[src/rtl/tx_ts_ctrl_pkg.sv]
// Shared PTPv2 definitions for the TX timestamp controller: messageType codes,
// FSM state encoding, FIFO geometry and the two-step entry decode.
package tx_ts_ctrl_pkg;

    localparam logic [3:0] MSG_SYNC        = 4'd0;
    localparam logic [3:0] MSG_DELAY_REQ   = 4'd1;
    localparam logic [3:0] MSG_PDELAY_REQ  = 4'd2;
    localparam logic [3:0] MSG_PDELAY_RESP = 4'd3;

    localparam int unsigned TS_FIFO_DEPTH = 4;
    localparam int unsigned TS_PTR_W      = 2;
    localparam int unsigned TS_CNT_W      = 3;

    localparam int unsigned TS_W      = 80;
    localparam int unsigned FRAC_W    = 16;
    localparam int unsigned MSGTYPE_W = 4;
    localparam int unsigned SEQID_W   = 16;

    typedef enum logic [1:0] {
        ST_IDLE      = 2'd0,
        ST_WAIT_INFO = 2'd1,
        ST_PUSH      = 2'd2,
        ST_WAIT_EOF  = 2'd3
    } tx_ts_state_e;

    // Only event messages (codes 0..3) that are not stamped in-line need a host entry.
    function automatic logic two_step_required(
        input logic       one_step,
        input logic       one_step_from_pkt,
        input logic       is_ptp,
        input logic [3:0] msg_type,
        input logic       two_step_flag
    );
        logic one_step_flag;
        one_step_flag = one_step |
            (one_step_from_pkt & ~two_step_flag &
             ((msg_type == MSG_SYNC) || (msg_type == MSG_PDELAY_RESP)));
        return is_ptp & (msg_type <= MSG_PDELAY_RESP) & ~one_step_flag;
    endfunction

endpackage

[src/rtl/tx_ts_ctrl_fifo.sv]
// tx_ts_fifo: 4-deep show-ahead timestamp FIFO with occupancy count.
// A push into a full FIFO is accepted only when a pop happens in the same cycle.
module tx_ts_fifo
    import tx_ts_ctrl_pkg::*;
#(
    parameter int unsigned WIDTH = 100
) (
    input  logic                tx_clk,
    input  logic                tx_rst,
    input  logic                push_i,
    input  logic                pop_i,
    input  logic [WIDTH-1:0]    data_i,
    output logic [WIDTH-1:0]    data_o,
    output logic                full_o,
    output logic                empty_o,
    output logic [TS_CNT_W-1:0] count_o
);

    logic [WIDTH-1:0]    mem_q [TS_FIFO_DEPTH];
    logic [WIDTH-1:0]    mem_d [TS_FIFO_DEPTH];
    logic [TS_PTR_W-1:0] wr_ptr_q, wr_ptr_d;
    logic [TS_PTR_W-1:0] rd_ptr_q, rd_ptr_d;
    logic [TS_CNT_W-1:0] count_q, count_d;
    logic                push_ok, pop_ok;

    assign empty_o = (count_q == '0);
    assign full_o  = (count_q == TS_CNT_W'(TS_FIFO_DEPTH));

    always_comb begin
        pop_ok   = pop_i & ~empty_o;
        push_ok  = push_i & (~full_o | pop_ok);
        mem_d    = mem_q;
        if (push_ok) begin
            mem_d[wr_ptr_q] = data_i;
        end
        wr_ptr_d = wr_ptr_q + TS_PTR_W'(push_ok);
        rd_ptr_d = rd_ptr_q + TS_PTR_W'(pop_ok);
        count_d  = count_q + TS_CNT_W'(push_ok) - TS_CNT_W'(pop_ok);
    end

    always_ff @(posedge tx_clk or posedge tx_rst) begin
        if (tx_rst) begin
            wr_ptr_q <= '0;
            rd_ptr_q <= '0;
            count_q  <= '0;
        end else begin
            wr_ptr_q <= wr_ptr_d;
            rd_ptr_q <= rd_ptr_d;
            count_q  <= count_d;
        end
    end

    always_ff @(posedge tx_clk) begin
        mem_q <= mem_d;
    end

    // Head is forced to zero when empty so stale storage never reaches the outputs.
    assign data_o  = empty_o ? '0 : mem_q[rd_ptr_q];
    assign count_o = count_q;

endmodule

[src/rtl/tx_ts_ctrl.sv]
// TX PTP timestamp controller: SOF timestamp capture, two-step decode and host FIFO.
// Define TX_TS_FRAC_NS_EN to store and output fractional nanoseconds.
module tx_ts_ctrl
    import tx_ts_ctrl_pkg::*;
(
    input  logic        tx_clk,
    input  logic        tx_rst,
    input  logic        tx_clk_en_i,
    input  logic [31:0] tsu_cfg_i,
    input  logic        get_sfd_done_i,
    input  logic [79:0] sfd_timestamp_i,
    input  logic [15:0] sfd_timestamp_frac_ns_i,
    input  logic        ptp_info_vld_i,
    input  logic        is_ptp_message_i,
    input  logic [3:0]  ptp_messageType_i,
    input  logic [15:0] ptp_flagField_i,
    input  logic [15:0] ptp_sequenceId_i,
    input  logic        eof_i,
    output logic        ts_vld_o,
    input  logic        ts_rdy_i,
    output logic [79:0] ts_data_o,
    output logic [15:0] ts_frac_ns_o,
    output logic [3:0]  ts_msgtype_o,
    output logic [15:0] ts_seqid_o,
    output logic [2:0]  ts_cnt_o,
    output logic [7:0]  ovf_cnt_o,
    output logic        busy_o
);

`ifdef TX_TS_FRAC_NS_EN
    localparam int unsigned ENTRY_W = TS_W + FRAC_W + MSGTYPE_W + SEQID_W;
    logic [FRAC_W-1:0] frac_q, frac_d;
`else
    localparam int unsigned ENTRY_W = TS_W + MSGTYPE_W + SEQID_W;
`endif

    tx_ts_state_e     state_q, state_d;
    logic             sfd_q, sfd_d;
    logic [TS_W-1:0]  ts_q, ts_d;
    logic [3:0]       msgtype_q, msgtype_d;
    logic [15:0]      seqid_q, seqid_d;
    logic [7:0]       ovf_q, ovf_d;
    logic             sof, need_entry, info_take;
    logic             push_req, pop, drop;
    logic             fifo_full, fifo_empty;
    logic [ENTRY_W-1:0] wr_entry, rd_entry;

    assign sof = tx_clk_en_i & get_sfd_done_i & ~sfd_q;
    assign need_entry = two_step_required(tsu_cfg_i[0], tsu_cfg_i[24], is_ptp_message_i,
                                          ptp_messageType_i, ptp_flagField_i[9]);

    always_ff @(posedge tx_clk or posedge tx_rst) begin
        if (tx_rst) begin
            state_q   <= ST_IDLE;
            sfd_q     <= 1'b0;
            ts_q      <= '0;
            msgtype_q <= '0;
            seqid_q   <= '0;
            ovf_q     <= '0;
`ifdef TX_TS_FRAC_NS_EN
            frac_q    <= '0;
`endif
        end else begin
            state_q   <= state_d;
            sfd_q     <= sfd_d;
            ts_q      <= ts_d;
            msgtype_q <= msgtype_d;
            seqid_q   <= seqid_d;
            ovf_q     <= ovf_d;
`ifdef TX_TS_FRAC_NS_EN
            frac_q    <= frac_d;
`endif
        end
    end

    // A new SOF overrides every state, abandoning any frame still in progress.
    always_comb begin
        state_d = state_q;
        if (sof) begin
            state_d = ST_WAIT_INFO;
        end else if (tx_clk_en_i) begin
            unique case (state_q)
                ST_IDLE:      state_d = ST_IDLE;
                ST_WAIT_INFO: begin
                    if (ptp_info_vld_i) begin
                        state_d = need_entry ? ST_PUSH : ST_WAIT_EOF;
                    end else if (eof_i) begin
                        state_d = ST_IDLE;
                    end
                end
                ST_PUSH:      state_d = ST_WAIT_EOF;
                ST_WAIT_EOF:  if (eof_i) state_d = ST_IDLE;
                default:      state_d = ST_IDLE;
            endcase
        end
    end

    always_comb begin
        sfd_d     = tx_clk_en_i ? get_sfd_done_i : sfd_q;
        ts_d      = sof ? sfd_timestamp_i : ts_q;
        info_take = tx_clk_en_i & ~sof & (state_q == ST_WAIT_INFO) & ptp_info_vld_i;
        msgtype_d = info_take ? ptp_messageType_i : msgtype_q;
        seqid_d   = info_take ? ptp_sequenceId_i : seqid_q;
`ifdef TX_TS_FRAC_NS_EN
        frac_d    = sof ? sfd_timestamp_frac_ns_i : frac_q;
`endif
        push_req  = tx_clk_en_i & ~sof & (state_q == ST_PUSH);
        pop       = tx_clk_en_i & ts_rdy_i & ~fifo_empty;
        drop      = push_req & fifo_full & ~pop;
        ovf_d     = ovf_q;
        if (drop && (ovf_q != 8'hFF)) begin
            ovf_d = ovf_q + 8'd1;
        end
    end

`ifdef TX_TS_FRAC_NS_EN
    assign wr_entry = {ts_q, frac_q, msgtype_q, seqid_q};
    assign {ts_data_o, ts_frac_ns_o, ts_msgtype_o, ts_seqid_o} = rd_entry;
    logic unused_inputs;
    assign unused_inputs = ^{tsu_cfg_i[31:25], tsu_cfg_i[23:1],
                             ptp_flagField_i[15:10], ptp_flagField_i[8:0]};
`else
    assign wr_entry = {ts_q, msgtype_q, seqid_q};
    assign {ts_data_o, ts_msgtype_o, ts_seqid_o} = rd_entry;
    assign ts_frac_ns_o = '0;
    logic unused_inputs;
    assign unused_inputs = ^{tsu_cfg_i[31:25], tsu_cfg_i[23:1],
                             ptp_flagField_i[15:10], ptp_flagField_i[8:0],
                             sfd_timestamp_frac_ns_i};
`endif

    tx_ts_fifo #(
        .WIDTH (ENTRY_W)
    ) u_fifo (
        .tx_clk  (tx_clk),
        .tx_rst  (tx_rst),
        .push_i  (push_req),
        .pop_i   (pop),
        .data_i  (wr_entry),
        .data_o  (rd_entry),
        .full_o  (fifo_full),
        .empty_o (fifo_empty),
        .count_o (ts_cnt_o)
    );

    assign ts_vld_o  = ~fifo_empty;
    assign ovf_cnt_o = ovf_q;
    assign busy_o    = (state_q != ST_IDLE);

endmodule

[config.mk]
export PLATFORM = sky130hd
export DESIGN_NAME = tx_ts_ctrl
export DESIGN_NICKNAME = d
export VERILOG_FILES = /design/src/rtl/tx_ts_ctrl_pkg.sv /design/src/rtl/tx_ts_ctrl_fifo.sv /design/src/rtl/tx_ts_ctrl.sv
export SDC_FILE = /design/constraint.sdc
export NUM_CORES = 1
export LEC_CHECK = 0
export CAP_MARGIN = 20
export CELL_PAD_IN_SITES_DETAIL_PLACEMENT = 1
export CELL_PAD_IN_SITES_GLOBAL_PLACEMENT = 1
export CORE_MARGIN = 2
export CORE_UTILIZATION = 40
export CTS_BUF_LIST = sky130_fd_sc_hd__clkbuf_8 sky130_fd_sc_hd__clkbuf_16
export CTS_CLUSTER_SIZE = 16
export DETAILED_ROUTE_END_ITERATION = 8
export GPL_ROUTABILITY_DRIVEN = 1
export PLACE_DENSITY_LB_ADDON = 0.1
export SYNTH_ARGS = -nofsm -noshare
export SYNTH_HDL_FRONTEND = slang
export SYNTH_SLANG_ARGS = --single-unit
[constraint.sdc]
create_clock -name tx_clk -period 9.95 [get_ports tx_clk]
set_input_delay 1.99 -clock tx_clk [delete_from_list [all_inputs] [get_ports tx_clk]]
set_output_delay 1.99 -clock tx_clk [all_outputs]
set_load 0.005 [all_outputs]
After elaboration in Yosys (flattened, before gate mapping)
Index checks and enable logic that the tools add are counted.
{"block": "word_totals", "inputBits": 172, "output_inout_bits": 129, "reg_bits": 518, "word_cells": 76}
{"block": "classes", "bitwise": 27, "n_mux": 13, "n_addsub": 5, "eq_ne": 6, "n_reduce_logical": 8, "n_lt_le_gt_ge": 4}
{"operator": "$bwmux 400", "n": 1}
{"operator": "$mux 100", "n": 4}
{"operator": "$bmux 100 s2", "n": 1}
{"operator": "$demux 100 s2", "n": 1}
{"operator": "$and 1x1->1", "n": 16}
{"operator": "$add 8x1->8 const B", "n": 1}
{"operator": "$mux 2", "n": 4}
{"operator": "$ne 8x8->1 const B", "n": 1}
{"operator": "$pmux 2 s4", "n": 1}
{"operator": "$not 1->1", "n": 7}
{"operator": "$ge 3x3->1 const B", "n": 2}
{"operator": "$not 2->3", "n": 2}
{"operator": "$add 2x1->2", "n": 2}
{"operator": "$eq 2x2->1 const B", "n": 2}
{"operator": "$eq 4x2->1 const B", "n": 1}
{"operator": "$le 4x2->1 const B", "n": 1}
{"operator": "$logic_not 4->1", "n": 1}
{"operator": "$reduce_bool 2->1", "n": 2}
{"operator": "$add 3x1->3", "n": 1}
{"operator": "$eq 3x3->1 const B", "n": 1}
{"operator": "$logic_not 3->1", "n": 1}
{"operator": "$lt 3x1->1 const B", "n": 1}
{"operator": "$sub 3x1->3", "n": 1}
{"operator": "$eq 2x1->1 const B", "n": 1}
{"operator": "5 further kinds", "n": 7}

Logic depth before layout (Yosys ltp)
{"block": "depth", "word_depth": 11, "mapped_depth": 10, "mapped_depth_nobuf": 8}

Modules after synthesis
Synthesis repeated with hierarchy kept, for this count alone.
{"block": "hier_totals", "hier_cells": 955, "hier_area_um2": 20030.5}
{"module": "tx_ts_fifo", "cells_per_inst": 664, "area_per_inst_um2": 15573.7, "seq_area_each_um2": 12186.7, "n_inst": 1}
{"module": "tx_ts_ctrl", "cells_per_inst": 291, "area_per_inst_um2": 4456.8, "seq_area_each_um2": 2777.7, "n_inst": 1}

Worst setup path before layout
No wires, ideal clock.
{"block": "synth_path", "path_kind": "input -> register", "from": "input port tx_clk_en_i", "to": "register u_fifo.mem_q[200] (netlist bit) (enable)", "path_buffers": 2, "path_stages": 6, "required_time_ns": 9.248, "setup_time_ns": 0.702, "arrival_ns": 10.186, "setup_slack_ns": -0.938, "path_cell_list": "buf_2 > nand2_1 > or3_1 > buf_2 > nand2b_1 > nor3b_1"}
{"block": "synth_between", "elab_chain_cells": 6, "elab_cells_between_ends": 10, "cone_classes": "10 x bitwise"}
{"element": "start, declared", "line_no": "tx_ts_ctrl.sv:8", "text": "input logic tx_clk_en_i,"}
{"element": "$and 1x1->1 (2 in series)", "line_no": "tx_ts_ctrl.sv:48", "text": "assign sof = tx_clk_en_i & get_sfd_done_i & ~sfd_q;"}
{"element": "$not 1->1", "line_no": "tx_ts_ctrl.sv:107", "text": "push_req = tx_clk_en_i & ~sof & (state_q == ST_PUSH);"}
{"element": "$and 1x1->1 (2 in series)", "line_no": "tx_ts_ctrl.sv:107"}
{"element": "$and 1x1->1 (*)", "line_no": "tx_ts_ctrl_fifo.sv:31", "text": "push_ok = push_i & (~full_o | pop_ok);"}
{"element": "end signal, assigned", "line_no": "tx_ts_ctrl_fifo.sv:54", "text": "mem_q <= mem_d;"}
{"element": "end, declared", "line_no": "tx_ts_ctrl_fifo.sv:19", "text": "logic [WIDTH-1:0] mem_q [TS_FIFO_DEPTH];"}
Every way passes the cells marked *; elsewhere a longest branch is shown, timed or not.
A chain may end at the register's enable or synchronous reset.

Final worst setup path
{"block": "layout_path", "from": "register u_fifo.rd_ptr_q[1]", "to": "output port ts_data_o[3]"}
{"block": "layout_between", "elab_chain_cells": 5}
{"element": "start, declared", "line_no": "tx_ts_ctrl_fifo.sv:22", "text": "logic [TS_PTR_W-1:0] rd_ptr_q, rd_ptr_d;"}
{"element": "start signal, assigned", "line_no": "tx_ts_ctrl_fifo.sv:48", "text": "rd_ptr_q <= rd_ptr_d;"}
{"element": "$not 2->3 (not written as such)", "line_no": "tx_ts_ctrl_fifo.sv:58", "text": "assign data_o = empty_o ? '0 : mem_q[rd_ptr_q];"}
{"element": "$bmux 100 s2", "line_no": "tx_ts_ctrl_fifo.sv:58"}
{"element": "$mux 100 (not written as such) (2 in series)", "line_no": "tx_ts_ctrl_fifo.sv:58"}
{"element": "$mux 100", "line_no": "tx_ts_ctrl_fifo.sv:58"}
{"element": "end, declared", "line_no": "tx_ts_ctrl.sv:21", "text": "output logic [79:0] ts_data_o,"}
Every way passes these cells. The select of a mux whose other input is x is not followed.

==> impl_metrics.ini <==
[status]
outcome = finished, final reports clean

[clocking]
cts_tree = done
cts_resized = 0
cts_made_buffers = 54
clkTransAtPathRegs_ns = 0.06
ctsHoldBuffers = 0
cts_setup_buffers = 0
clockRootBuffer = clkbuf_16
cts_buffer_depth = 3
htree_levels = 2
cts.sinks = 518
worst_skew_pair.late_latency_ns = 0.58

[floorplanning]
row_count = 81
ios = 301
fp.dieH_um = 227
chipWidth_um = 227
dieArea_sq_um = 51400
start_util = 0.406
core_area_sq_um = 49000

[detailed_routing]
drtPass1Iterations = 4
drt_wl_total_um = 45300
viasPerCell = 4.95
routedWlPerCell_um = 21.9
drt_iter0_drc = 626
num_vias = 10252
ant_nets = 0
drc_errors = 0

[finish]
final_core_utilization = 0.504
multi_input_area_sq_um = 4630
syn_to_final_growth_pct = 24.2
layout-drive-gt1-share = 0.146
insertedDiodeCount = 0
layout_commonest_cell = edfxtp_1
final_cell_mix = 400 x edfxtp_1, 247 x nand2_1, 223 x clkdlybuf4s50_1
fillers = 4621
fin_nets = 1541
ff_latch_area_sq_um = 15000

[critical_path]
crit_fanout = 54
r2r_start = sfd_q
start_kind = register
cp-startpoint = u_fifo.rd_ptr_q[1]
worstPathRequired_ns = 7.96
slowest_stage = dfrtp_4
worst_setup_path_end_kind = output pin
critical_path_class = register to output pin
critical_path_arrival_ns = 3.52
max_stage_delay_ns = 0.97
crit_chain = buf_4 > mux4_2 > and2_1 > clkdlybuf4s50_1

[hold_path]
hp-class = register to register
min_from = seqid_q[9]

[power]
power.leakage_uw = 0.00895
peakVddDrop_uv = 128
p_per_area_nw_per_um2 = 271
design_power_total_uw = 6670

[timing]
rsz0062_at_grt = false
clock_skew_ns = 0.0106
fmax_mhz = 182
fin_tns_setup_ns = 0
tightest_slew_ns = 0.943
fin_crit_sh = 0.553
timing.hold.ws_ns = 0.509
setup_violations = 0
max_slew_margin = 0.371
drv_slew = 0
hold_viol_final = 0
post-route-min-period_ns = 5.51

[logic_synthesis]
synth-seq-cells = 518
ys_seq_area_frac = 0.754
synth_top_family_by_area = multiplexers
synth_compound_area_frac = 0.00328
synth_top_area_cell = edfxtp_1
synthTopCellsByArea = edfxtp_1 60%, dfrtp_1 15%, mux4_2 11%
synth.mux.area_fraction = 0.126
yosys.area_share.simple = 0.0897
netlist_area_sq_um = 19900
syn_area_per_cell_sq_um = 17.7
synth-adder-area-share = 0.00416
netlist_instances = 1125
synth_top_cell_area_share = 0.605
synth_cell_types = 40
synthXorXnorAreaFrac = 0.00441
ys_warn_count = 0

[run]
maxCapViolCount = 0

[global_routing]
grt_pass1_wl_um = 68700
gr-total-overflow = 0
grtUsageTotal = 0.180
antenna_found_initial = 0
grt_max_degree = 90
grt_pass1_vias = 11429

[place]
io_buffers = 223
dp_hpwl_um = 24700
gp_congestion = 0.682
## report_power, final
group / total, uW / switching (uW) / internal (uW) / leakage [uW]
clock: 2040 / 808 / 1230 / 0.000954
combinational: 1770 / 715 / 1060 / 0.00291
sequential: 2860 / 229 / 2630 / 0.00509
total: 6670 / 1750 / 4920 / 0.00895
## layout make-up
cell class | instances | share of cell area
Clock buffer | 59 | 0.0580
Tap cell | 664 | 0.0337
Clock inverter | 42 | 0.0154
Multi-Input combinational cell | 543 | 0.188
Sequential cell | 518 | 0.607
Timing Repair Buffer | 236 | 0.0960
Inverter | 10 | 0.00173
## cells by family (layout without fill, tap and decap cells)
group	Yosys count	after routing
simple gates	380	380
flops	518	518
buf+inv	79	347
fa+ha+maj	6	6
compound gates	9	9
mux	122	122
xor+xnor	10	10
other cells	1	16
## worst max-delay path, delay by kind of cell, from the launching register on
family | cells | cell delay, ns
buffers and inverters | 2 | 1.37
DFF | 1 | 0.97
muxes | 1 | 0.40
and+or+nand+nor | 1 | 0.17
## metrics by stage
stage,setup WS [ns],instances,instance area [sq um]
floorplan,2.60,1140,19900
global placement,4.03,1971,22800
detailed placement,4.04,1971,22800
CTS,4.32,2072,24700
global route,4.28,2072,24700
finish,4.44,2072,24700
## synthesized netlist by cell type
cell type / n
mux2_1: 22
and2_1: 101
a21bo_2: 1
xor2_1: 9
o31a_1: 1
o221ai_1: 1
nor2b_1: 3
nand3_1: 3
nor3b_1: 3
buf_4: 16
nor2_1: 3
inv_2: 1
or2_2: 1
edfxtp_1: 400
buf_1: 9
nor3_2: 1
nor2_2: 1
a31oi_1: 2
nand4_1: 2
a21oi_1: 1
nor3_1: 2
nand2b_1: 3
o211ai_1: 1
conb_1: 1
nand2_1: 248
clkbuf_1: 30
nor4b_2: 1
a21o_1: 1
xnor2_1: 1
o21ai_0: 1
mux4_2: 100
fa_1: 1
nor4_2: 3
or3_1: 2
ha_1: 5
dfrtp_1: 118
nor4b_1: 1
buf_2: 14
and3_1: 2
inv_1: 9
## worst paths after layout
path | slack, ns | depth (start not counted) | to
setup / recovery | 4.44 | 4 | ts_data_o[3]
setup reg to reg | 6.32 | 6 | u_fifo.mem_q[1]
min in group asynchronous | 1.93 | 2 | ts_q[65]
max in group asynchronous | 6.61 | 3 | u_fifo.rd_ptr_q[1]
hold / removal | 0.51 | 0 | u_fifo.mem_q[209]
hold reg to reg | 0.51 | 0 | u_fifo.mem_q[209]
## per-layer routing
metal | GRT usage | part of all wire
met1 | 0.238 | 0.43
met3 | 0.0317 | 0.042
met5 | 0 | 0
met4 | 0.0488 | 0.020
met2 | 0.308 | 0.50
## sequential cells by signal, summed over array words and instances (netlist names)
register / cells
u_fifo.rd_ptr_q: 2
u_fifo.mem_q: 400
seqid_q: 16
msgtype_q: 4
u_fifo.wr_ptr_q: 2
ovf_cnt_o: 8
sfd_q: 1
u_fifo.count_o: 3
ts_q: 80
state_q: 2
Note: power is estimated with default switching activity, not from simulation.
